**src/rtl/uart_pkg.sv**
```systemverilog
`default_nettype none
// ============================================================================
//  Module      : uart_pkg
//  Description : Shared constants for the buffered UART transmitter: parity
//                mode encodings and the transmit FSM state encoding.
//  Revision    : 1.0 - initial release
// ============================================================================
package uart_pkg;

  // Parity mode encodings used by the PARITY parameter
  localparam int PARITY_NONE = 0;
  localparam int PARITY_ODD  = 1;
  localparam int PARITY_EVEN = 2;

  // Transmit FSM state encoding
  typedef logic [2:0] state_t;
  localparam state_t ST_IDLE   = 3'd0;
  localparam state_t ST_START  = 3'd1;
  localparam state_t ST_DATA   = 3'd2;
  localparam state_t ST_PARITY = 3'd3;
  localparam state_t ST_STOP   = 3'd4;

endpackage
`default_nettype wire

```
**src/rtl/uart_fifo.sv**
```systemverilog
`default_nettype none
// ============================================================================
//  Module      : uart_fifo
//  Description : Synchronous word FIFO with registered full/empty/level flags
//                and fall-through output (head word visible while not empty).
//                Pushes while full and pops while empty are ignored.
//  Revision    : 1.0 - initial release
// ============================================================================
module uart_fifo
  import uart_pkg::*;
#(
  parameter int WIDTH = 8,
  parameter int DEPTH = 4
) (
  input  logic                     clk,
  input  logic                     reset,
  input  logic                     push,
  input  logic                     pop,
  input  logic [WIDTH-1:0]         din,
  output logic [WIDTH-1:0]         dout,
  output logic                     full,
  output logic                     empty,
  output logic [$clog2(DEPTH):0]   level
);

  localparam int AW = $clog2(DEPTH);
  localparam logic [AW:0] C_LEVEL_FULL = (AW+1)'(DEPTH);

  logic [WIDTH-1:0] mem_q [DEPTH];
  logic [AW-1:0]    wptr_q, wptr_d;
  logic [AW-1:0]    rptr_q, rptr_d;
  logic [AW:0]      level_q, level_d;
  logic             full_q, full_d;
  logic             empty_q, empty_d;
  logic             w_wr, w_rd;

  assign w_wr = push & ~full_q;
  assign w_rd = pop  & ~empty_q;

  // Pointer and occupancy update; flags are derived from the next level so they stay registered
  always_comb begin
    wptr_d  = wptr_q;
    rptr_d  = rptr_q;
    level_d = level_q;
    if (w_wr) wptr_d = wptr_q + AW'(1);
    if (w_rd) rptr_d = rptr_q + AW'(1);
    case ({w_wr, w_rd})
      2'b10:   level_d = level_q + (AW+1)'(1);
      2'b01:   level_d = level_q - (AW+1)'(1);
      default: level_d = level_q;
    endcase
    full_d  = (level_d == C_LEVEL_FULL);
    empty_d = (level_d == '0);
  end

  // Control registers; reset flushes the FIFO
  always_ff @(posedge clk) begin
    if (reset) begin
      wptr_q  <= '0;
      rptr_q  <= '0;
      level_q <= '0;
      full_q  <= 1'b0;
      empty_q <= 1'b1;
    end else begin
      wptr_q  <= wptr_d;
      rptr_q  <= rptr_d;
      level_q <= level_d;
      full_q  <= full_d;
      empty_q <= empty_d;
    end
  end

  // Storage array; contents need no reset since the pointers define validity
  always_ff @(posedge clk) begin
    if (w_wr) mem_q[wptr_q] <= din;
  end

  assign dout  = mem_q[rptr_q];
  assign full  = full_q;
  assign empty = empty_q;
  assign level = level_q;

endmodule
`default_nettype wire

```
**src/rtl/uart_tx_buffered.sv**
```systemverilog
`default_nettype none
// ============================================================================
//  Module      : uart_tx_buffered
//  Description : FIFO-buffered UART transmitter with configurable data width,
//                parity and stop bits. Frames are sent back-to-back while the
//                FIFO holds words. TxD and Tx_done are registered outputs.
//  Revision    : 1.0 - initial release
// ============================================================================
module uart_tx_buffered
  import uart_pkg::*;
#(
  parameter int CLKS_PER_BIT = 16,
  parameter int DATA_BITS    = 8,
  parameter int PARITY       = 0,
  parameter int STOP_BITS    = 1,
  parameter int FIFO_DEPTH   = 4
) (
  input  logic                          clk,
  input  logic                          reset,
  input  logic [DATA_BITS-1:0]          data,
  input  logic                          transmit,
  output logic                          full,
  output logic [$clog2(FIFO_DEPTH):0]   level,
  output logic                          overflow,
  output logic                          busy,
  output logic                          TxD,
  output logic                          Tx_done
);

  localparam int             CW           = $clog2(CLKS_PER_BIT);
  localparam logic [CW-1:0]  C_BIT_LAST   = CW'(CLKS_PER_BIT - 1);
  localparam logic [3:0]     C_DATA_LAST  = 4'(DATA_BITS - 1);
  localparam logic [3:0]     C_STOP_LAST  = 4'(STOP_BITS - 1);
  localparam bit             C_HAS_PARITY = (PARITY != PARITY_NONE);

  state_t                 state_q, state_d;
  logic [CW-1:0]          cnt_q, cnt_d;
  logic [3:0]             bit_q, bit_d;
  logic [DATA_BITS-1:0]   shift_q, shift_d;
  logic                   par_q, par_d;
  logic                   txd_q, txd_d;
  logic                   done_q, done_d;
  logic                   ovf_q;

  logic                   w_pop;
  logic                   w_bit_end;
  logic                   w_word_par;
  logic [DATA_BITS-1:0]   w_head;
  logic                   w_empty;
  logic                   w_full;

  uart_fifo #(
    .WIDTH (DATA_BITS),
    .DEPTH (FIFO_DEPTH)
  ) u_fifo (
    .clk   (clk),
    .reset (reset),
    .push  (transmit),
    .pop   (w_pop),
    .din   (data),
    .dout  (w_head),
    .full  (w_full),
    .empty (w_empty),
    .level (level)
  );

  assign w_bit_end  = (cnt_q == C_BIT_LAST);
  assign w_word_par = (PARITY == PARITY_ODD) ? ~^w_head : ^w_head;

  // State register plus datapath registers for the serialiser
  always_ff @(posedge clk) begin
    if (reset) begin
      state_q <= ST_IDLE;
      cnt_q   <= '0;
      bit_q   <= '0;
      shift_q <= '0;
      par_q   <= 1'b0;
      txd_q   <= 1'b1;
      done_q  <= 1'b0;
      ovf_q   <= 1'b0;
    end else begin
      state_q <= state_d;
      cnt_q   <= cnt_d;
      bit_q   <= bit_d;
      shift_q <= shift_d;
      par_q   <= par_d;
      txd_q   <= txd_d;
      done_q  <= done_d;
      ovf_q   <= transmit & w_full;
    end
  end

  // Next-state logic: bit timing, bit index, shifting and FIFO pop
  always_comb begin
    state_d = state_q;
    cnt_d   = cnt_q;
    bit_d   = bit_q;
    shift_d = shift_q;
    par_d   = par_q;
    w_pop   = 1'b0;
    case (state_q)
      ST_IDLE: begin
        if (!w_empty) begin
          w_pop   = 1'b1;
          shift_d = w_head;
          par_d   = w_word_par;
          cnt_d   = '0;
          bit_d   = '0;
          state_d = ST_START;
        end
      end
      ST_START: begin
        if (w_bit_end) begin
          cnt_d   = '0;
          bit_d   = '0;
          state_d = ST_DATA;
        end else begin
          cnt_d = cnt_q + CW'(1);
        end
      end
      ST_DATA: begin
        if (w_bit_end) begin
          cnt_d   = '0;
          shift_d = shift_q >> 1;
          if (bit_q == C_DATA_LAST) begin
            bit_d   = '0;
            state_d = C_HAS_PARITY ? ST_PARITY : ST_STOP;
          end else begin
            bit_d = bit_q + 4'd1;
          end
        end else begin
          cnt_d = cnt_q + CW'(1);
        end
      end
      ST_PARITY: begin
        if (w_bit_end) begin
          cnt_d   = '0;
          bit_d   = '0;
          state_d = ST_STOP;
        end else begin
          cnt_d = cnt_q + CW'(1);
        end
      end
      ST_STOP: begin
        if (w_bit_end) begin
          cnt_d = '0;
          if (bit_q == C_STOP_LAST) begin
            bit_d = '0;
            // Chain straight into the next frame when a word is waiting
            if (!w_empty) begin
              w_pop   = 1'b1;
              shift_d = w_head;
              par_d   = w_word_par;
              state_d = ST_START;
            end else begin
              state_d = ST_IDLE;
            end
          end else begin
            bit_d = bit_q + 4'd1;
          end
        end else begin
          cnt_d = cnt_q + CW'(1);
        end
      end
      default: begin
        state_d = ST_IDLE;
        cnt_d   = '0;
        bit_d   = '0;
      end
    endcase
  end

  // Output logic: line level and end-of-frame flag for the upcoming cycle
  always_comb begin
    txd_d = 1'b1;
    case (state_d)
      ST_START:  txd_d = 1'b0;
      ST_DATA:   txd_d = shift_d[0];
      ST_PARITY: txd_d = par_d;
      default:   txd_d = 1'b1;
    endcase
    done_d = (state_d == ST_STOP) && (cnt_d == C_BIT_LAST) && (bit_d == C_STOP_LAST);
  end

  assign full     = w_full;
  assign overflow = ovf_q;
  assign busy     = (state_q != ST_IDLE);
  assign TxD      = txd_q;
  assign Tx_done  = done_q;

endmodule
`default_nettype wire

```
**config.mk**
```make
export PLATFORM = sky130hd
export DESIGN_NAME = uart_tx_buffered
export DESIGN_NICKNAME = d
export VERILOG_FILES = /design/src/rtl/uart_pkg.sv /design/src/rtl/uart_fifo.sv /design/src/rtl/uart_tx_buffered.sv
export SDC_FILE = /design/constraint.sdc
export NUM_CORES = 1
export LEC_CHECK = 0
export CORE_AREA = 8 8 85 87
export CTS_BUF_LIST = sky130_fd_sc_hd__clkbuf_4 sky130_fd_sc_hd__clkbuf_8 sky130_fd_sc_hd__clkbuf_16
export CTS_CLUSTER_SIZE = 16
export DETAILED_ROUTE_END_ITERATION = 12
export DIE_AREA = 0 0 93 95
export GPL_TIMING_DRIVEN = 0
export HOLD_SLACK_MARGIN = 0.03
export PLACE_DENSITY = 0.76
export RECOVER_POWER = 50
export SYNTH_ARGS = -nofsm -noshare
export SYNTH_HDL_FRONTEND = slang
export SYNTH_SLANG_ARGS = --single-unit
```
**constraint.sdc**
```tcl
create_clock -name clk -period 2.6 [get_ports clk]
set_clock_uncertainty 0.15 [all_clocks]
set_input_delay 0.52 -clock clk [delete_from_list [all_inputs] [get_ports clk]]
set_output_delay 0.52 -clock clk [all_outputs]
set_load 0.05 [all_outputs]
```
# ---- Word level (Yosys, flattened, before mapping)
# Memories as Yosys holds them, arrays and structs flattened. A register that Yosys moved wholly into a read port is not among the register bits.
# Index checks and enable logic that the tools add are counted.
dict set report word_totals {
  register_bits 32
  ram_bits 32
  output_inout_bits 8
  word_cells 93
  n_memories 1
}
# name depth width rd rd_clocked_by_memory_dff write_ports line
set memory_table {}
lappend memory_table {u_fifo.mem_q 4 8 1 1 1 uart_fifo.sv:29} ;# logic [WIDTH-1:0] mem_q [DEPTH];
dict set report op_classes {
  n_addsub 6
  eq_ne 17
  n_mux 38
  n_bitwise 5
  reduce_logical 12
}
# op n
set op_table {}
lappend op_table {{$mux W4} 8}
lappend op_table {{$mux W8} 4}
lappend op_table {{$pmux W8 S3} 1}
lappend op_table {{$mux W3} 7}
lappend op_table {{$pmux W4 S4} 1}
lappend op_table {{$pmux W3 S5} 1}
lappend op_table {{$eq A3 B2 Y1 const B} 4}
lappend op_table {{$eq A3 B3 Y1 const B} 3}
lappend op_table {{$mux W1} 9}
lappend op_table {{$add A4 B1 Y4 const B} 2}
lappend op_table {{$eq A4 B4 Y1 const B} 2}
lappend op_table {{$logic_not A4 Y1} 2}
lappend op_table {{$pmux W4 S2} 1}
lappend op_table {{$reduce_xor A8 Y1} 1}
lappend op_table {{$eq A3 B1 Y1 const B} 2}
lappend op_table {{$logic_not A3 Y1} 2}
lappend op_table {{$ne A2 B2 Y1 const B} 3}
lappend op_table {{$pmux W3 S2} 1}
lappend op_table {{$reduce_bool A3 Y1} 2}
lappend op_table {{$add A2 B1 Y2 const B} 2}
lappend op_table {{$eq A4 B3 Y1 const B} 1}
lappend op_table {{$mux W2} 2}
lappend op_table {{$pmux W1 S2} 2}
lappend op_table {{$reduce_and A4 Y1} 1}
lappend op_table {{10 further kinds} 14}

# ---- Logic depth before layout (Yosys ltp)
dict set report logic_depth {
  depth_word 8
  depth_mapped 13
  depth_no_buf 12
}

# ---- Hierarchy
# From an unflattened synthesis, not the netlist that was laid out.
dict set report unflattened {
  cells_unflattened 255
  hier_area_um2 3041.7
}
# module n_inst cells_each area_per_inst_um2 seq_area_each_um2
set by_module_without_submodules {}
lappend by_module_without_submodules {uart_fifo 1 100 1694.1 1181.1}
lappend by_module_without_submodules {uart_tx_buffered 1 155 1347.5 460.4}

# ---- Worst setup path before layout
# No wires, ideal clock.
dict set report synth_path {
  path_type {reg2reg}
  start {register bit_q[0]}
  end {register u_fifo.empty_q, in the netlist u_fifo.empty}
  setup_time_ns 0.070
  arrival_ns 2.410
  t_required_ns 2.380
  setup_slack_ns -0.030
  stages_incl_launch_ff 12
  path_buffers 1
  period_less_slack_ns 2.630
  cell_sequence {dfxtp_1 inv_1 ha_1 or3b_1 o21ai_2 and2_1 buf_4 ha_1 fa_1 nor2_1 a21oi_1 a21oi_1}
}
dict set report synth_via {
  elab_chain_cells 8
}
# item line
set synth_lines {}
lappend synth_lines {{from (decl)} uart_tx_buffered.sv:38} ;# logic [3:0] bit_q, bit_d;
lappend synth_lines {{from (signal assigned)} uart_tx_buffered.sv:84} ;# bit_q <= bit_d;
lappend synth_lines {{$logic_not A4 Y1 *} uart_tx_buffered.sv:147} ;# if (bit_q == C_STOP_LAST) begin
lappend synth_lines {{$mux W1 *} uart_tx_buffered.sv:147}
lappend synth_lines {{$mux W1 *} uart_tx_buffered.sv:145} ;# if (w_bit_end) begin
lappend synth_lines {{$pmux W1 S2 *} uart_tx_buffered.sv:101} ;# case (state_q)
lappend synth_lines {{$and A1 B1 Y1 *} uart_fifo.sv:38} ;# assign w_rd = pop & ~empty_q;
lappend synth_lines {{$eq A2 B1 Y1 or $eq A2 B2 Y1 (tied branches)} uart_fifo.sv:47} ;# case ({w_wr, w_rd})
lappend synth_lines {{$pmux W3 S2 *} uart_fifo.sv:47}
lappend synth_lines {{$logic_not A3 Y1 *} uart_fifo.sv:53} ;# empty_d = (level_d == '0);
lappend synth_lines {{to (signal assigned)} uart_fifo.sv:69} ;# empty_q <= empty_d;
lappend synth_lines {{to (decl)} uart_fifo.sv:34} ;# logic empty_q, empty_d;
# Mark *: on every way between the ends. The rest lies on a longest branch, timed or not.
# A chain may end at the register's enable or synchronous reset.

# ---- Final worst setup path
dict set report layout_path {
  start {register bit_q[0]}
  end {register u_fifo.level_q[1], in the netlist u_fifo.level[1]}
}
dict set report layout_via {
  elab_chain_cells 7
}
# item line
set layout_lines {}
lappend layout_lines {{$logic_not A4 Y1 *} uart_tx_buffered.sv:147}
lappend layout_lines {{$mux W1 *} uart_tx_buffered.sv:147}
lappend layout_lines {{$mux W1 *} uart_tx_buffered.sv:145}
lappend layout_lines {{$pmux W1 S2 *} uart_tx_buffered.sv:101}
lappend layout_lines {{$and A1 B1 Y1 *} uart_fifo.sv:38}
lappend layout_lines {{$eq A2 B1 Y1 or $eq A2 B2 Y1 (tied branches)} uart_fifo.sv:47}
lappend layout_lines {{$pmux W3 S2 *} uart_fifo.sv:47}
lappend layout_lines {{to (signal assigned)} uart_fifo.sv:67} ;# level_q <= level_d;
lappend layout_lines {{to (decl)} uart_fifo.sv:32} ;# logic [AW:0] level_q, level_d;
# Marks and branches as above.

==> results.sh <==
export IMPL_final_critical_path_setup_slack_ns=0.0778
export IMPL_crit_required_ns=2.65
export IMPL_antenna_found_initial=0
export IMPL_ctsHtreeMaxLevel=3
export IMPL_clock_sinks=66
export IMPL_commonest_cells_after_routing_fill_and_taps_aside="sky130_fd_sc_hd__dfxtp_1, sky130_fd_sc_hd__edfxtp_1, sky130_fd_sc_hd__nor2_1"
export IMPL_cellLeakagePower_nw=1.30
export IMPL_dieWidth_um=93
export IMPL_clk_latency_worst_skew_pair_ns=0.33
export IMPL_whs_ns=0.316
export IMPL_drive_gt1_share_pct=19.1
export IMPL_library_cell_occupying_the_most_area_in_the_post_synthesis_netlist="sky130_fd_sc_hd__edfxtp_1"
export IMPL_status="finished clean"
export IMPL_fp_coreArea_um2=5820
export IMPL_dpl_hpwl_mm=4.07
export IMPL_synth_cell_area_um2=3050
export IMPL_syn_nets=279
export IMPL_p_per_area_nw_per_um2=969
export IMPL_initial_utilization_pct=52.4
export IMPL_crit_buf_inv=2
export IMPL_final_period_utilization_pct=97.0
export IMPL_globalRoute_totalOverflow=0
export IMPL_post_route_cell_area_um2=3650
export IMPL_floorplan_die_area_um2=8840
export IMPL_timing_critical_path_max_delay_family="adder cells"
export IMPL_grt_start_max_net_pins=13
export IMPL_firstDrtPassIters=4
export IMPL_final_max_slew_viol_count=0
export IMPL_top_usage_layer="met2"
export IMPL_dieHeight_um=95
export IMPL_worst_path_max_delay_cell="sky130_fd_sc_hd__fa_2"
export IMPL_detail_route_wirelength_mm=6.12
export IMPL_hold_path_startpoint="shift_q[5]"
export IMPL_routed_via_count=2108
export IMPL_final_setup_viol_count=0
export IMPL_share_comb_of_total_power_pct=35.4
export IMPL_synth_avg_cell_area_um2=11.8
export IMPL_peak_freq_ghz=0.396
export IMPL_register_clock_pin_slew_on_the_reported_worst_setup_and_hold_paths_ns=0.07
export IMPL_synthesis_yosys_warnings=0
export IMPL_arrival_ns=2.57
export IMPL_cp_start_kind="register"
export IMPL_gp_routability_congestion=0.852
export IMPL_max_clock_path_buffers=2
export IMPL_critical_setup_path_class="register to register"
export IMPL_power_share_clock_pct=25.8
export IMPL_number_of_instances_in_the_synthesized_netlist=259
export IMPL_yosys_cell_types_count=55
export IMPL_path_max_fanout=4
export IMPL_post_synth_edffs=32
export IMPL_max_cap_violations=0
export IMPL_numPortBuffers=18
export IMPL_grt_use_met1_pct=16.6
export IMPL_min_path_type="register to register"
export IMPL_worst_path_most_repeated_cell="sky130_fd_sc_hd__ha_4"
export IMPL_asyncSetResetFlopFracSynth_pct=0
export IMPL_finish_net_count=313
export IMPL_pre_cts_ws_ns=-0.341
export IMPL_met3_usage_pct=3.97
export IMPL_synth_top_flop_cell="sky130_fd_sc_hd__dfxtp_1"
export IMPL_hold_path_end="shift_q[5]"
export IMPL_synth_seq_area_share_pct=53.9
export IMPL_critical_path_max_stage_delay_ns=0.45
export IMPL_r2r_slack_ns=0.08
export IMPL_grt_met2_usage_pct=25.0
export IMPL_synth_area_leaders="sky130_fd_sc_hd__edfxtp_1, sky130_fd_sc_hd__dfxtp_1, sky130_fd_sc_hd__mux4_2, sky130_fd_sc_hd__ha_1, sky130_fd_sc_hd__xnor2_1"
export IMPL_fin_tns_setup_ns=0
export IMPL_timing_rr_start="bit_q[0]"
export IMPL_numCtsBuffers=9
export IMPL_drc_errors=0
export IMPL_power_switching_share_pct=32.5
export IMPL_postLayoutCoreUtil_pct=62.8
export IMPL_core_rowCount=28
export IMPL_finalWorstPathRequiredPeriod_ns=2.52
export IMPL_clock_tree_from_tritoncts="done"
export IMPL_worst_r2r_cell_count=10
export IMPL_whs_path_depth=2
export IMPL_postRouteAntennaNets=0
export IMPL_power_switching_mw=1.15
export IMPL_flow_area_growth_from_synthesis_pct=19.8
export IMPL_timing_rr_end="u_fifo.level[1]"
export IMPL_synthDominantCellAreaShare_pct=31.6
export IMPL_via_count_of_the_first_global_routing_pass=2152
export IMPL_routedWlPerCell_um=16.4
export IMPL_post_drt_via_cell_ratio=5.65
export IMPL_p_int_mw=2.39
export IMPL_timing_critical_path_cells="inv_4 -> ha_4 -> or3b_4 -> o21ai_4 -> and2_4 -> ha_4 -> fa_2 -> buf_4 -> mux2i_1 -> nor2_1"
export IMPL_final_hold_violation_count=0
export IMPL_max_slew_worst_pin_slew_ns=0.535
export IMPL_share_of_power_burned_in_registers_pct=38.8
export IMPL_ys_ff_latch=66
export IMPL_critical_path_endpoint_type="register"
export IMPL_num_io_pins=19
export IMPL_max_slew_margin_rel_pct=64.3
export IMPL_area_after_detailed_placement_um2=3320
export IMPL_first_pass_grt_wire_length_mm=10.1
export IMPL_ir_drop_mv=0.500
export IMPL_grtUsageTotal_pct=14.7
export IMPL_drt_iter0_drc=139
export IMPL_num_fill_cells=473
export IMPL_clockRootBuffer="sky130_fd_sc_hd__clkbuf_8"
export IMPL_antenna_cells=0
## synthesized netlist by cell type (3+ instances only)
| cell type | count |
|---|---|
| sky130_fd_sc_hd__mux2i_1 | 3 |
| sky130_fd_sc_hd__edfxtp_1 | 32 |
| sky130_fd_sc_hd__nand3_1 | 4 |
| sky130_fd_sc_hd__mux4_2 | 8 |
| sky130_fd_sc_hd__nand2_1 | 12 |
| sky130_fd_sc_hd__xnor2_1 | 11 |
| sky130_fd_sc_hd__ha_1 | 8 |
| sky130_fd_sc_hd__and3_1 | 3 |
| sky130_fd_sc_hd__buf_6 | 4 |
| sky130_fd_sc_hd__dfxtp_1 | 34 |
| sky130_fd_sc_hd__nor3_1 | 5 |
| sky130_fd_sc_hd__a31oi_1 | 5 |
| sky130_fd_sc_hd__a22oi_1 | 11 |
| sky130_fd_sc_hd__a21oi_1 | 15 |
| sky130_fd_sc_hd__nor2_1 | 25 |
| sky130_fd_sc_hd__clkbuf_1 | 4 |
| sky130_fd_sc_hd__and2_1 | 9 |
| sky130_fd_sc_hd__inv_1 | 10 |
| sky130_fd_sc_hd__o22ai_1 | 3 |
| sky130_fd_sc_hd__o21ai_0 | 5 |
| sky130_fd_sc_hd__xor2_1 | 3 |
## worst register-to-register path, delay by kind of cell (launching register included)
kind,cells,cell delay (ns)
fa+ha+maj,3,0.72
simple gates,3,0.63
flops,1,0.36
buf+inv,2,0.21
compound gates,1,0.19
mux,1,0.13
## sequential cells by signal (all words and copies together) (netlist names), 2 cells and up, named ones only
name,count
u_fifo.mem_q,32
shift_q,8
bit_q,4
cnt_q,4
state_q,3
u_fifo.level,3
u_fifo.rptr_q,2
u_fifo.wptr_q,2
## cell families after synthesis
family	count (synthesis)	synth area share, %
AO/OA/AOI/OAI	55	12.1
XOR/XNOR	14	4.03
adder cells (fa/ha/maj)	9	3.94
buffers and inverters	23	4.27
flip-flops	66	53.9
multiplexers	11	6.90
AND/OR/NAND/NOR	81	14.9
## routing by layer
layer | vias to the layer above | routed length, µm
met3 | 16 | 232
met5 | - | 0
met2 | 57 | 3090
met1 | 1011 | 2630
li1 | 1024 | -
met4 | 0 | 161
## per-stage QoR
stage	total power, mW	cells
global placement	2.53	352
global route	3.74	373
detailed placement	2.57	352
finish	3.54	373
CTS	3.49	369
floorplan	2.30	259
## how the worst max path moves through the flow
stage                     from         endpoint  slack [ns]  depth (start not counted)
floorplan             bit_q[0]     u_fifo.empty       0.006                         11
global placement      cnt_q[0]      u_fifo.full       -0.29                         10
detailed placement    transmit     u_fifo.empty       -0.34                         11
CTS                 state_q[1]             busy       0.004                          3
global route          transmit     u_fifo.empty       -0.04                         11
finish                bit_q[0]  u_fifo.level[1]        0.08                         10
## area by class of cell
type | count | area (µm²) | area share [%]
buffer | 12 | 86.3 | 2.37
sequential | 66 | 1650 | 45.2
multi-input combinational | 170 | 1340 | 36.7
clock buffer | 10 | 131 | 3.60
inverter | 10 | 40.0 | 1.10
timing repair buffer | 24 | 228 | 6.24
clock inverter | 6 | 82.6 | 2.26
tap | 75 | 93.8 | 2.57
## power by group through the flow
stage	Sequential, mW	Combinational [mW]	Clock [mW]
floorplan	1.45	0.848	0
global placement	1.38	1.16	0
detailed placement	1.39	1.18	0
CTS	1.37	1.20	0.929
global route	1.39	1.37	0.980
finish	1.37	1.25	0.914
## what timing repair did
action                     CTS  global route
setup endpoints to repair    4             4
pin swaps                    1             9
cloned                       0             0
setup buffers                2             4
resized for setup            7            15
hold buffers                 0             0
(Power assumes the default switching activity.)
